[src/rtl/prog_loader.sv]
// Byte-serial boot loader: parses SYNC/count/payload/checksum frames, writes big-endian
// 32-bit words into instruction memory and releases the CPU with a start pulse on success.
module prog_loader #(
  parameter int          ADDR_W    = 10,
  parameter int          BASE_ADDR = 0,
  parameter logic [7:0]  SYNC      = 8'hA5
) (
  input  logic              clk1,
  input  logic              rst,
  input  logic [7:0]        in_data,
  input  logic              in_valid,
  output logic              in_ready,
  output logic              mem_we,
  output logic [ADDR_W-1:0] mem_addr,
  output logic [31:0]       mem_wdata,
  output logic              cpu_halt,
  output logic              cpu_start,
  output logic              busy,
  output logic              err,
  output logic [2:0]        dbg_state
);

  // Stream handshake: a byte moves when in_valid & in_ready are both high at a clk1 edge;
  // in_ready depends only on the current state, never on in_valid.
  typedef enum logic [2:0] {
    S_IDLE   = 3'd0,
    S_CNT_HI = 3'd1,
    S_CNT_LO = 3'd2,
    S_DATA   = 3'd3,
    S_CSUM   = 3'd4,
    S_DONE   = 3'd5,
    S_ERR    = 3'd6
  } state_t;

  localparam logic [31:0]       MAX_WORDS = (32'd1 << ADDR_W) - 32'(BASE_ADDR);
  localparam logic [ADDR_W-1:0] BASE      = ADDR_W'(BASE_ADDR);

  state_t              state, state_n;
  logic [7:0]          cnt_hi, cnt_hi_n;
  logic [15:0]         words_left, words_left_n;
  logic [1:0]          byte_idx, byte_idx_n;
  logic [23:0]         shift_q, shift_n;
  logic [7:0]          csum, csum_n;
  logic [ADDR_W-1:0]   cur_addr, cur_addr_n;
  logic                mem_we_n;
  logic [ADDR_W-1:0]   mem_addr_n;
  logic [31:0]         mem_wdata_n;
  logic                halt_n, busy_n, err_n;
  logic [15:0]         n_words;
  logic                xfer;

  always_ff @(posedge clk1) begin
    if (rst) begin
      state      <= S_IDLE;
      cnt_hi     <= '0;
      words_left <= '0;
      byte_idx   <= '0;
      shift_q    <= '0;
      csum       <= '0;
      cur_addr   <= BASE;
      mem_we     <= 1'b0;
      mem_addr   <= BASE;
      mem_wdata  <= '0;
      cpu_halt   <= 1'b1;
      busy       <= 1'b0;
      err        <= 1'b0;
    end else begin
      state      <= state_n;
      cnt_hi     <= cnt_hi_n;
      words_left <= words_left_n;
      byte_idx   <= byte_idx_n;
      shift_q    <= shift_n;
      csum       <= csum_n;
      cur_addr   <= cur_addr_n;
      mem_we     <= mem_we_n;
      mem_addr   <= mem_addr_n;
      mem_wdata  <= mem_wdata_n;
      cpu_halt   <= halt_n;
      busy       <= busy_n;
      err        <= err_n;
    end
  end

  assign in_ready  = (state != S_DONE) && (state != S_ERR);
  assign cpu_start = (state == S_DONE);
  assign xfer      = in_valid & in_ready;
  assign dbg_state = state;

  always_comb begin
    state_n      = state;
    cnt_hi_n     = cnt_hi;
    words_left_n = words_left;
    byte_idx_n   = byte_idx;
    shift_n      = shift_q;
    csum_n       = csum;
    cur_addr_n   = cur_addr;
    mem_we_n     = 1'b0;
    mem_addr_n   = mem_addr;
    mem_wdata_n  = mem_wdata;
    halt_n       = cpu_halt;
    busy_n       = busy;
    err_n        = err;
    n_words      = {cnt_hi, in_data};

    case (state)
      S_IDLE: begin
        if (xfer && in_data == SYNC) begin
          state_n    = S_CNT_HI;
          halt_n     = 1'b1;
          busy_n     = 1'b1;
          err_n      = 1'b0;
          csum_n     = '0;
          byte_idx_n = '0;
          cur_addr_n = BASE;
        end
      end
      S_CNT_HI: begin
        if (xfer) begin
          cnt_hi_n = in_data;
          state_n  = S_CNT_LO;
        end
      end
      S_CNT_LO: begin
        if (xfer) begin
          // A count that would run past the top of memory is rejected before any write.
          if ({16'd0, n_words} > MAX_WORDS) begin
            state_n = S_ERR;
            busy_n  = 1'b0;
            err_n   = 1'b1;
          end else if (n_words == 16'd0) begin
            state_n = S_CSUM;
          end else begin
            state_n      = S_DATA;
            words_left_n = n_words;
            byte_idx_n   = '0;
          end
        end
      end
      S_DATA: begin
        if (xfer) begin
          csum_n     = csum ^ in_data;
          shift_n    = {shift_q[15:0], in_data};
          byte_idx_n = byte_idx + 2'd1;
          if (byte_idx == 2'd3) begin
            mem_we_n     = 1'b1;
            mem_addr_n   = cur_addr;
            mem_wdata_n  = {shift_q, in_data};
            cur_addr_n   = cur_addr + 1'b1;
            words_left_n = words_left - 16'd1;
            if (words_left == 16'd1) state_n = S_CSUM;
          end
        end
      end
      S_CSUM: begin
        if (xfer) begin
          busy_n = 1'b0;
          if (in_data == csum) begin
            state_n = S_DONE;
            halt_n  = 1'b0;
          end else begin
            state_n = S_ERR;
            err_n   = 1'b1;
          end
        end
      end
      S_DONE:  state_n = S_IDLE;
      S_ERR:   state_n = S_IDLE;
      default: state_n = S_IDLE;
    endcase
  end

endmodule

[config.mk]
export PLATFORM = sky130hd
export DESIGN_NAME = prog_loader
export DESIGN_NICKNAME = d
export VERILOG_FILES = /design/src/rtl/prog_loader.sv
export SDC_FILE = /design/constraint.sdc
export NUM_CORES = 1
export LEC_CHECK = 0
export BUFFER_PORTS_ARGS = -buffer_cell sky130_fd_sc_hd__buf_4
export CORE_AREA = 2 2 117 119
export DETAILED_ROUTE_END_ITERATION = 7
export DIE_AREA = 0 0 119 121
export GPL_TIMING_DRIVEN = 0
export PLACE_DENSITY = 0.66
export SYNTH_ARGS = -nofsm -noshare
export SYNTH_HDL_FRONTEND = slang
export SYNTH_SLANG_ARGS = --single-unit
[constraint.sdc]
create_clock -name clk1 -period 3.05 [get_ports clk1]
set_input_delay 0.305 -clock clk1 [delete_from_list [all_inputs] [get_ports clk1]]
set_output_delay 0.305 -clock clk1 [all_outputs]
set_load 0.005 [all_outputs]
==> metrics.md <==
| Metric | Value |
|---|---|
| Outcome | `complete, no violations` |
| Core Area | `13100 µm²` |
| Total design power | `3.61 mW` |
| Syn nets | `674` |
| Sw Pwr | `807 µW` |
| Final setup violation count | `0` |
| Number of synthesized register bits | `117` |
| Max Cap Violations | `0` |
| Final Hold Fails | `0` |
| DR iter-0 viols | `433` |
| Final HPWL DP | `10600 µm` |
| Post-synth top area share | `0.453` |
| Hold slack | `0.161 ns` |
| Wirelength per Cell | `16.1 µm` |
| Worst setup SP type | `flip-flop` |
| Cell row count | `42` |
| All-Layer GR Usage | `0.208` |
| Die area | `14400 µm²` |
| Grt met3 use | `0.0578` |
| Synth top area cells | `dfxtp_1 45%, nand2_1 12%, a21oi_1 10%` |
| Maximum clock rate | `0.358 GHz` |
| Worst EP required | `3.40 ns` |
| Switching Fraction | `0.224` |
| CTS tree | `built` |
| I/O Pins | `62` |
| Seq pwr share | `0.424` |
| TritonCTS Buffers | `17` |
| Slew Viols, Final | `0` |
| EDFF count, synth | `0` |
| Tmin final | `2.79 ns` |
| Initial core utilization | `0.395` |
| Hold Path Depth | `3` |
| Synthesized instance count | `659` |
| Final period utilization | `0.915` |
| Max Buffers Root-to-Sink | `2` |
| R2R cell count | `7` |
| Largest net degree at the start of global routing | `17` |
| Post-synthesis cell type count | `61` |
| Die Span Y | `121 µm` |
| Rel. slew slack | `0.382` |
| Avg Cell Area, Syn | `7.84 µm²` |
| Clk_lat worst skew | `0.42 ns` |
| Number of global-route vias before repair | `4756` |
| Synthesis-to-finish area growth | `23.4%` |
| Max VDD drop | `0.325 mV` |
| Share of layout cells above drive strength 1 | `0.140` |
| Initial antenna violation count | `0` |
| CP endpoint kind | `flip-flop` |
| Synth warnings | `0` |
| Worst-path fanout max | `10` |
| Clock share of power | `0.552` |
| IO buf count | `52` |
| Worst setup path category | `reg -> reg` |
| # Post-CTS Setup Buffers | `0` |
| Global routing usage on met1 | `0.260` |
| Hold Crit Class | `in -> reg` |
| Met2 Use GR | `0.334` |
| Routed WL | `14800 µm` |
| Top FF cell, synth | `dfxtp_1` |
| Cell taking the most area after synthesis | `dfxtp_1` |
| First-pass GRT wire length | `23800 µm` |
| Worst slew pin tran | `0.921 ns` |
| Die width | `119 µm` |
| Clock root buffer | `clkbuf_16` |
| Final antenna-violating net count | `0` |
| DR vias | `5050` |
| Busiest grt layer | `met2` |
| Leakage | `2.21 nW` |
| Most numerous cell in the Yosys netlist | `nand2_1` |
| Ant. Diodes | `0` |
| CP arrival | `3.14 ns` |
| Top cells by count, synth | `162 x nand2_1, 117 x dfxtp_1, 105 x a21oi_1` |
| Synthesized area | `5160 µm²` |
| Vias per Instance | `5.50` |
| Grt ovf | `0` |
| H-tree depth | `4` |
| Fin util | `0.487` |
| Routability Congestion | `0.925` |
| RSZ-0062 raised after global routing | `no` |
| Nets | `745` |
| Int Pwr | `2.80 mW` |
| Clock-pin slew on the worst setup and hold paths | `0.06 ns` |
| Clock Sinks | `117` |
| Seq/Total Area, Yosys | `0.453` |
| Comb pwr share | `0.024` |
| Synth async-reset ratio | `0` |
| DRC viols | `0` |
| Setup TNS | `0 ns` |
| PD cells | `566 nW/µm²` |
| Drt pass-1 iters | `5` |
| Layout Skew | `0.00914 ns` |
-- per-stage QoR --
step	setup slack (ns)	cell area (µm²)	std cells
2_1_floorplan	0.863	5160	659
3_3_place_gp	0.308	5780	887
3_5_place_dp	0.280	5780	887
5_1_grt	0.0387	6370	919
6_report	0.258	6370	919
4_1_cts	0.247	6370	919
-- cells by family after synthesis --
group | Yosys count | synth area share
AO/OA/AOI/OAI | 175 | 0.209
flip-flops | 117 | 0.453
AND/OR/NAND/NOR | 282 | 0.246
buffers and inverters | 64 | 0.0526
multiplexers | 1 | 0.00194
adder cells (fa/ha/maj) | 4 | 0.00969
XOR/XNOR | 16 | 0.0271
-- layer usage --
metal	up-vias	part of all wire
met4	0	0.020
li1	2439	-
met1	2383	0.45
met2	199	0.46
met3	29	0.066
met5	-	0
-- timing repair --
action / 4_1_cts / 5_1_grt
endpoints found under the hold margin: 0 / 0
hold buffers: 0 / 0
gates resized for setup: 0 / 1
setup endpoints to repair: 0 / 1
-- layout make-up --
class	count	area, µm²
buffer	56	241
clock buffer	19	453
clock inverter	13	144
fill	1271	6710
inverter	8	30.0
multi-input combinational	478	2550
sequential	117	2340
tap	176	220
timing repair buffer	52	390
-- worst max-delay path: stages, from the launching register on --
cell      delay, ns
dfxtp_1        0.46
buf_2          0.27
nand4b_1       0.35
nor2_1         0.40
buf_1          0.54
clkbuf_1       0.44
nand2_1        0.12
a21oi_1        0.14
-- worst paths after layout --
path / from / to / slack [ns]
min: in_data[6] / mem_wdata[6]$_SDFFE_PP0P_ / 0.16
max: dbg_state[0]$_SDFFE_PP0P_ / mem_wdata[1]$_SDFFE_PP0P_ / 0.26
min reg2reg: mem_wdata[30]$_SDFFE_PP0P_ / mem_wdata[30]$_SDFFE_PP0P_ / 0.46
max reg2reg: dbg_state[0]$_SDFFE_PP0P_ / mem_wdata[1]$_SDFFE_PP0P_ / 0.26
-- sequential cells by signal, indices dropped and copies added, names as in the netlist --
name and flops:
byte_idx 2, dbg_state 3, cpu_halt 1, cnt_hi 8
mem_we 1, err 1, csum 8, mem_wdata 32
shift_q 24, cur_addr 10, words_left 16, busy 1
mem_addr 10
-- power groups by stage --
stage	registers, mW	logic, mW	clock network [mW]
4_1_cts	1.53	0.0861	2.02
2_1_floorplan	1.56	0.0570	0
3_5_place_dp	1.56	0.0856	0
5_1_grt	1.53	0.0935	2.09
6_report	1.53	0.0868	1.99
3_3_place_gp	1.56	0.0846	0
-- layout by cell type (no fill, tap or decap), types with 5 or more instances in the layout --
master / instances
xnor2_1: 12
buf_2: 7
nor2_1: 50
inv_1: 8
nand2_1: 162
nor3_1: 15
o311ai_1: 6
nor4_1: 8
inv_6: 5
o21ai_0: 13
nand4_1: 7
o31ai_1: 11
buf_4: 52
clkbuf_1: 45
a21oi_1: 105
clkbuf_16: 17
dfxtp_1: 117
or3_1: 5
Power figures use the tool's default switching activity.
